**config.mk**
```make
export PLATFORM = sky130hd
export DESIGN_NAME = mpmc10_strip_rd_ctrl
export DESIGN_NICKNAME = d
export VERILOG_FILES = /design/src/rtl/mpmc10_strip_rd_ctrl.sv
export SDC_FILE = /design/constraint.sdc
export NUM_CORES = 1
export LEC_CHECK = 0
export CORE_MARGIN = 1.5
export CORE_UTILIZATION = 57
export CTS_CLUSTER_SIZE = 40
export DETAILED_ROUTE_END_ITERATION = 8
export DONT_BUFFER_PORTS = 1
export PLACE_DENSITY = 0.75
export SLEW_MARGIN = 20
export SYNTH_ARGS = -nofsm -noshare
export SYNTH_HDL_FRONTEND = slang
export SYNTH_SLANG_ARGS = --single-unit
```
**constraint.sdc**
```tcl
create_clock -name clk -period 2.6 [get_ports clk]
set_clock_uncertainty 0.2 [all_clocks]
set_input_delay 0.52 -clock clk [delete_from_list [all_inputs] [get_ports clk]]
set_output_delay 0.52 -clock clk [all_outputs]
set_load 0.05 [all_outputs]
```
**src/rtl/mpmc10_strip_rd_ctrl.sv**
```systemverilog
// Multi-strip cache-load read sequencer for one mpmc10 port.
// Latency: ack 1 cycle after req, first read command 2 cycles after req, done 1 cycle after final strip.
// Backpressure: app_rdy low holds app_en/app_addr stable; surplus read data is dropped via cache_we.
//
// Ports:
//   clk, rst                  - clock, synchronous active-high reset
//   req, req_addr, req_num_strips, ack, busy - load request handshake (req sampled in IDLE only)
//   app_en, app_cmd, app_addr, app_rdy, app_rd_data_valid - DDR app command / read-return interface
//   preset, addr_base, num_strips, strip_cnt, cache_we     - controls for the cache write-address generator
//   done, err                 - one-cycle completion / timeout pulses
module mpmc10_strip_rd_ctrl #(
    parameter int WID     = 256,
    parameter int TIMEOUT = 1023
) (
    input  logic        clk,
    input  logic        rst,
    input  logic        req,
    input  logic [31:0] req_addr,
    input  logic [5:0]  req_num_strips,
    output logic        ack,
    output logic        busy,
    output logic        app_en,
    output logic [2:0]  app_cmd,
    output logic [31:0] app_addr,
    input  logic        app_rdy,
    input  logic        app_rd_data_valid,
    output logic        preset,
    output logic [31:0] addr_base,
    output logic [5:0]  num_strips,
    output logic [5:0]  strip_cnt,
    output logic        cache_we,
    output logic        done,
    output logic        err
);

    typedef enum logic [2:0] {
        ST_IDLE,
        ST_PRESET,
        ST_ISSUE,
        ST_WAIT_DATA,
        ST_DONE
    } state_t;

    // Byte stride between strips: 16 bytes for 128-bit strips, 32 bytes otherwise.
    localparam int              SHIFT      = (WID == 128) ? 4 : 5;
    localparam logic [31:0]     ALIGN_MASK = ~((32'd1 << SHIFT) - 32'd1);
    localparam int              WD_W       = $clog2(TIMEOUT + 1);
    localparam logic [WD_W-1:0] WD_LAST    = WD_W'(TIMEOUT - 1);
    localparam logic [WD_W-1:0] WD_ONE     = WD_W'(1);

    state_t         state_q;
    logic           ack_q;
    logic           busy_q;
    logic           app_en_q;
    logic [31:0]    app_addr_q;
    logic           preset_q;
    logic [31:0]    addr_base_q;
    logic [5:0]     num_strips_q;
    logic [5:0]     strip_cnt_q;
    logic [5:0]     req_cnt_q;
    logic           done_q;
    logic           err_q;
    logic [WD_W-1:0] wd_q;

    logic [31:0]    app_addr_d;
    logic           last_cmd;
    logic           last_data;
    logic           data_window;

    // Address of the command following the one currently presented.
    assign app_addr_d  = addr_base_q + ({26'd0, req_cnt_q + 6'd1} << SHIFT);
    assign last_cmd    = (req_cnt_q == num_strips_q);
    assign last_data   = (strip_cnt_q == num_strips_q);
    assign data_window = (state_q == ST_ISSUE) || (state_q == ST_WAIT_DATA);

    always_ff @(posedge clk) begin
        if (rst) begin
            state_q      <= ST_IDLE;
            ack_q        <= 1'b0;
            busy_q       <= 1'b0;
            app_en_q     <= 1'b0;
            app_addr_q   <= 32'd0;
            preset_q     <= 1'b0;
            addr_base_q  <= 32'd0;
            num_strips_q <= 6'd0;
            strip_cnt_q  <= 6'd0;
            req_cnt_q    <= 6'd0;
            done_q       <= 1'b0;
            err_q        <= 1'b0;
            wd_q         <= '0;
        end else begin
            // Single-cycle pulses default low.
            ack_q    <= 1'b0;
            preset_q <= 1'b0;
            done_q   <= 1'b0;
            err_q    <= 1'b0;

            case (state_q)
                ST_IDLE: begin
                    if (req) begin
                        addr_base_q  <= req_addr & ALIGN_MASK;
                        num_strips_q <= req_num_strips;
                        ack_q        <= 1'b1;
                        busy_q       <= 1'b1;
                        state_q      <= ST_PRESET;
                    end
                end

                ST_PRESET: begin
                    preset_q    <= 1'b1;
                    strip_cnt_q <= 6'd0;
                    req_cnt_q   <= 6'd0;
                    wd_q        <= '0;
                    app_en_q    <= 1'b1;
                    app_addr_q  <= addr_base_q;
                    state_q     <= ST_ISSUE;
                end

                ST_ISSUE: begin
                    if (app_en_q && app_rdy) begin
                        req_cnt_q <= req_cnt_q + 6'd1;
                        if (last_cmd) begin
                            app_en_q <= 1'b0;
                            wd_q     <= '0;
                            state_q  <= ST_WAIT_DATA;
                        end else begin
                            app_addr_q <= app_addr_d;
                        end
                    end
                    // Final strip can only land here alongside the last command
                    // acceptance; it overrides the move to WAIT_DATA.
                    if (app_rd_data_valid) begin
                        if (last_data) begin
                            app_en_q <= 1'b0;
                            done_q   <= 1'b1;
                            state_q  <= ST_DONE;
                        end else begin
                            strip_cnt_q <= strip_cnt_q + 6'd1;
                        end
                    end
                end

                ST_WAIT_DATA: begin
                    if (app_rd_data_valid) begin
                        wd_q <= '0;
                        if (last_data) begin
                            done_q  <= 1'b1;
                            state_q <= ST_DONE;
                        end else begin
                            strip_cnt_q <= strip_cnt_q + 6'd1;
                        end
                    end else if (wd_q == WD_LAST) begin
                        // TIMEOUT valid-free cycles have now elapsed; err shows
                        // together with the watchdog reaching TIMEOUT.
                        err_q   <= 1'b1;
                        busy_q  <= 1'b0;
                        wd_q    <= '0;
                        state_q <= ST_IDLE;
                    end else begin
                        wd_q <= wd_q + WD_ONE;
                    end
                end

                ST_DONE: begin
                    busy_q  <= 1'b0;
                    state_q <= ST_IDLE;
                end

                default: begin
                    busy_q   <= 1'b0;
                    app_en_q <= 1'b0;
                    state_q  <= ST_IDLE;
                end
            endcase
        end
    end

    assign ack        = ack_q;
    assign busy       = busy_q;
    assign app_en     = app_en_q;
    assign app_cmd    = 3'b001;
    assign app_addr   = app_addr_q;
    assign preset     = preset_q;
    assign addr_base  = addr_base_q;
    assign num_strips = num_strips_q;
    assign strip_cnt  = strip_cnt_q;
    assign done       = done_q;
    assign err        = err_q;
    // Only strips belonging to an active load reach the cache.
    assign cache_we   = app_rd_data_valid && data_window;

endmodule

```
## Word-level counts from Yosys, hierarchy flattened

Index checks and enable logic that the tools add are counted.

| operators by class | value |
|---|---|
| $add $sub $neg | 4 |
| equality and inequality tests | 17 |
| muxes and demuxes | 35 |
| bitwise gates (word level) | 5 |
| reduce and logical (&&, ||, !) cells | 20 |

Operators with widths:

| operator | number |
|---|---|
| 32-bit 2-to-1 mux | 2 |
| 32-bit case mux with 2 select lines | 1 |
| 10-bit 2-to-1 mux | 4 |
| 32-bit by 11-bit adder with 32-bit output | 1 |
| 10-bit case mux with 3 select lines | 1 |
| 3-bit 2-to-1 mux | 8 |
| 6-bit case mux with 2 select lines | 2 |
| 6-bit 2-to-1 mux | 3 |
| 6-bit by 1-bit adder with 6-bit output (second input constant) | 2 |
| 6-bit equality test | 2 |
| 3-bit case mux with 4 select lines | 1 |
| 3-bit AND reduction | 4 |
| 1-bit 2-to-1 mux | 11 |
| 10-bit by 1-bit adder with 10-bit output (second input constant) | 1 |
| 10-bit equality test (second input constant) | 1 |
| 2-bit != test (second input constant) | 5 |
| 3-bit OR reduction | 3 |
| 3-bit by 2-bit equality test with 1-bit output (second input constant) | 2 |
| 2-bit by 1-bit != test with 1-bit output (second input constant) | 3 |
| 1-bit case mux with 3 select lines | 2 |
| 2-bit OR reduction | 3 |
| 1-bit NOT | 5 |
| 2-bit AND reduction | 2 |
| 4-bit AND reduction | 1 |
| 9 further kinds | 11 |

| storage, ports and cells | value |
|---|---|
| flip-flop bits (word level) | 96 |
| bits of input ports | 43 |
| output and inout bits | 86 |

## Depth between registers and ports, before layout

| logic depth | value |
|---|---|
| word-level depth | 6 |
| mapped depth | 10 |

## Worst setup path before layout

Ideal clock, no wire load.

| timing | value |
|---|---|
| path kind | reg-to-reg |
| start point | reg req_cnt_q[0] |
| end point | reg app_addr_q[18], in the netlist app_addr[18] |
| library setup time | 91 ps |
| arrival | 2499 ps |
| data required time | 2309 ps |
| path slack | -190 ps |
| stages on the path, launching flop included | 11 |
| buffers on the path | 1 |
| cell sequence | dfxtp_1 ha_1 nand3_1 xnor2_1 ha_1 and4_1 a21oi_2 and2_4 buf_6 or4_1 a311oi_1 |

| between the ends | value |
|---|---|
| cells in the longest elaborated chain, start to end | 5 |

Ends and longest elaborated chain:

| item | RTL line | RTL |
|---|---|---|
| start: declaration | 60 | `logic [5:0] req_cnt_q;` |
| start signal: assignment | 121 | `req_cnt_q <= req_cnt_q + 6'd1;` |
| 6-bit by 1-bit adder with 6-bit output | 71 | `assign app_addr_d = addr_base_q + ({26'd0, req_cnt_q + 6'd1} << SHIFT);` |
| 32-bit by 11-bit adder with 32-bit output | 71 |  |
| 32-bit 2-to-1 mux | 122 | `if (last_cmd) begin` |
| 32-bit 2-to-1 mux | 120 | `if (app_en_q && app_rdy) begin` |
| 32-bit case mux with 2 select lines | 98 | `case (state_q)` |
| end signal: assignment | 115 | `app_addr_q <= addr_base_q;` |
| end signal: assignment | 127 | `app_addr_q <= app_addr_d;` |
| end: declaration | 55 | `logic [31:0] app_addr_q;` |

Parallel ways exist; a longest one is shown, timed or not. The select of a mux whose other input is x is not followed.
A chain may end at the register's enable or synchronous reset.

## Worst setup path in the final report

| timing | value |
|---|---|
| start point | reg req_cnt_q[1] |
| end point | reg app_addr_q[16], in the netlist app_addr[16] |

Same word-level chain as after synthesis.

==> flow_metrics.py <==
metrics = {
    "detailed_routing": {
        "drt_iter0_markers": 290,
        "wirelength_um": 12600,
        "avgRoutedWirePerCell_um": 17.5,
        "num_vias": 4363,
        "drt-pass1-iter-count": 5,
        "vias_per_cell": 6.07,
        "drc_errors": 0,
        "antenna_left": 0,
    },
    "floorplanning": {
        "start_util": 0.598,
        "die_area_mm2": 0.00874,
        "fp.dieW_um": 93.5,
        "top_level_ports": 129,
        "row_count": 32,
        "fp.dieH_um": 93.5,
        "core_area_mm2": 0.00781,
    },
    "clocking": {
        "tritoncts": "built",
        "root_buffer": "clkbuf_8",
        "clock-sinks": 91,
        "cts_buffers": 9,
        "clk_latency_ns": 0.38,
        "path_clk_slew_ns": 0.09,
        "cts_buffer_depth": 2,
        "htree_levels": 3,
    },
    "timing": {
        "hold_viol_final": 0,
        "final_max_slew_viol_count": 0,
        "fmax_mhz": 392,
        "finalCriticalPeriod_ns": 2.55,
        "min_period_over_period": 0.980,
        "worst_pin_slew_ns": 0.895,
        "setup_viol": 0,
        "setup_slack_ns": 0.0510,
        "slew_headroom": 0.401,
    },
    "synthesis": {
        "yosys_warnings": 0,
        "syn_inst": 567,
        "postSynth.asyncResetShare": 0,
        "ys_seq_area_frac": 0.390,
        "synth.ff_latch_count": 91,
        "synth_area_mm2": 0.00467,
        "synth-compound-area-share": 0.189,
        "synthXorXnorAreaFrac": 0.0638,
        "synthAdderAreaFrac": 0.0338,
        "synth-simple-area-share": 0.244,
        "synthTopCellsByArea": "dfxtp_1 (39%), nand2_1 (7.2%), a21oi_1 (6.5%)",
        "synth_area_per_cell_um2": 8.23,
        "synth_top_area_share": 0.390,
        "synth_edf_count": 0,
        "synthMuxAreaShare": 0.0107,
        "synth_cell_types": 53,
        "synth_top_flop_cell": "dfxtp_1",
        "synth_top_family_by_area": "simple AND/OR/NAND/NOR gates",
        "synth.largest_area_cell": "dfxtp_1",
    },
    "grt": {
        "grt_use_total": 0.278,
        "grt_start_max_net_pins": 65,
        "grt_pass1_vias": 3957,
        "grt_overflow_total": 0,
        "grt_antenna_before_repair": 0,
        "grt_pass1_wl_um": 19100,
    },
    "flow_run": {
        "drv_cap": 0,
    },
    "power_and_ir_drop": {
        "p_per_area_mw_per_mm2": 654,
        "p_leak_nw": 2.11,
        "irDropWorstVdd_v": 0.000372,
    },
    "status": {
        "status": "completed",
    },
    "final_layout": {
        "postLayoutCellArea_mm2": 0.00544,
        "register_area_mm2": 0.00183,
        "finish.utilization": 0.697,
        "fin_nets": 667,
        "area_delta_synth_final_pct": 16.6,
        "diodes": 0,
        "final_cell_mix": "nand2_1 (89), dfxtp_1 (87), a21oi_1 (61), buf_4 (61), nor2_1 (48)",
        "final_layout_size_suffix_gt1_frac": 0.172,
        "num-fill-cells": 660,
        "multiInputGateArea_mm2": 0.00267,
        "layout_commonest_cell": "nand2_1",
    },
    "setup_path": {
        "crit_path_start": "req_cnt_q[1]",
        "critPathLaunchType": "flop",
        "cp.arrival_ns": 2.63,
        "critPathMaxFanout": 5,
        "path_class": "reg2reg",
        "cp-end-kind": "flop",
        "cp.required_ns": 2.69,
        "rr_startpoint": "req_cnt_q[1]",
    },
    "hold_path": {
        "min_path_type": "in2reg",
        "worstHoldStart": "rst",
    },
    "place": {
        "dp_slack_ns": 0.00383,
        "portBuffers": 0,
        "place_congestion": 0.871,
        "hpwl_um": 8370,
        "placed_area_mm2": 0.00505,
    },
}
## critical path, stage by stage, from the launching register on
cell and delay (ns):
dfxtp_4 0.39, nand3_2 0.12, nor2_2 0.13, xor2_1 0.24
ha_1 0.21, and4_4 0.24, a21oi_4 0.07, and2_4 0.18
or3_2 0.44, a311oi_1 0.24
## per-stage QoR
step | hold WS, ns | std cells | power [W] | TNS [ns]
after CTS | 0.000525 | 708 | 0.00355 | 0
final | 0.0117 | 719 | 0.00355 | 0
after detailed placement | 0.292 | 689 | 0.00250 | 0
after global placement | 0.277 | 689 | 0.00247 | 0
after global routing | 0.00433 | 719 | 0.00369 | -0.289
after floorplan | 0.266 | 578 | 0.00234 | 0
## kinds of logic (layout without fill, tap and decap cells)
kind of cell | count (synthesis) | in the layout
other cells | 2 | 13
flops | 91 | 91
xor+xnor | 34 | 34
mux | 5 | 5
buf+inv | 56 | 94
compound gates | 138 | 138
simple gates | 229 | 230
fa+ha+maj | 12 | 12
## timing repair
item | 4_1_cts | 5_1_grt
hold buffers | 3 | 2
hold endpoints to repair | 19 | 2
pin swaps | 1 | 8
gates resized for setup | 1 | 9
cloned | 0 | 1
buffers inserted | 0 | 8
endpoints found under the setup margin | 2 | 14
## report_power, final
group | switching [W] | leakage [nW] | internal, W
clock | 0.000548 | 0.107 | 0.000515
combinational | 0.000501 | 1.25 | 0.000230
sequential | 0.000270 | 0.746 | 0.00149
total | 0.00132 | 2.11 | 0.00224
## Yosys cell counts (all sizes together) (2+ instances only)
| cell | number |
|---|---|
| nand3b | 3 |
| conb | 2 |
| a21oi | 62 |
| dfxtp | 91 |
| a21o | 4 |
| nand4 | 10 |
| nand3 | 22 |
| a31oi | 9 |
| or3 | 10 |
| ha | 11 |
| o31a | 2 |
| a311oi | 6 |
| and3 | 9 |
| nor3b | 5 |
| nand2b | 2 |
| mux2i | 5 |
| and2 | 5 |
| nand2 | 89 |
| clkbuf | 19 |
| a311o | 2 |
| inv | 10 |
| or4 | 7 |
| o21ai | 14 |
| nor4 | 2 |
| nor2 | 49 |
| xor2 | 24 |
| nand4b | 4 |
| o21bai | 2 |
| o31ai | 5 |
| xnor2 | 10 |
| o211ai | 3 |
| and4 | 8 |
| a211oi | 26 |
| buf | 26 |
## path summary, 6_finish.rpt
check | endpoint | slack (ns) | cells after the start
worst max-delay path | app_addr[16] | 0.05 | 9
worst min-delay path | addr_base[17] | 0.01 | 1
worst max register to register | app_addr[16] | 0.05 | 9
worst min register to register | wd_q[6] | 0.31 | 2
## sequential cells by signal, indices dropped and copies added (netlist names)
name and flops:
err 1, wd_q 10, state_q 3, strip_cnt 6, ack 1, addr_base 27, done 1, app_addr 27
app_en 1, preset 1, req_cnt_q 6, busy 1, num_strips 6
## layer usage
| layer | GRT usage | part of all wire | vias up |
|---|---|---|---|
| met5 | 0 | 0 | - |
| met4 | 0.140 | 0.025 | 0 |
| met3 | 0.0707 | 0.074 | 29 |
| met2 | 0.437 | 0.47 | 166 |
| met1 | 0.350 | 0.43 | 2081 |
| li1 | - | - | 2087 |
## cell type report
type | count | share of cell area
multi-input cells | 432 | 0.491
flip-flops and latches | 91 | 0.337
repair buffers | 68 | 0.101
clock buffers | 11 | 0.0281
well taps | 102 | 0.0235
clock inverters | 5 | 0.0122
inverters | 10 | 0.00690
Note: power is estimated with default switching activity, not from simulation.
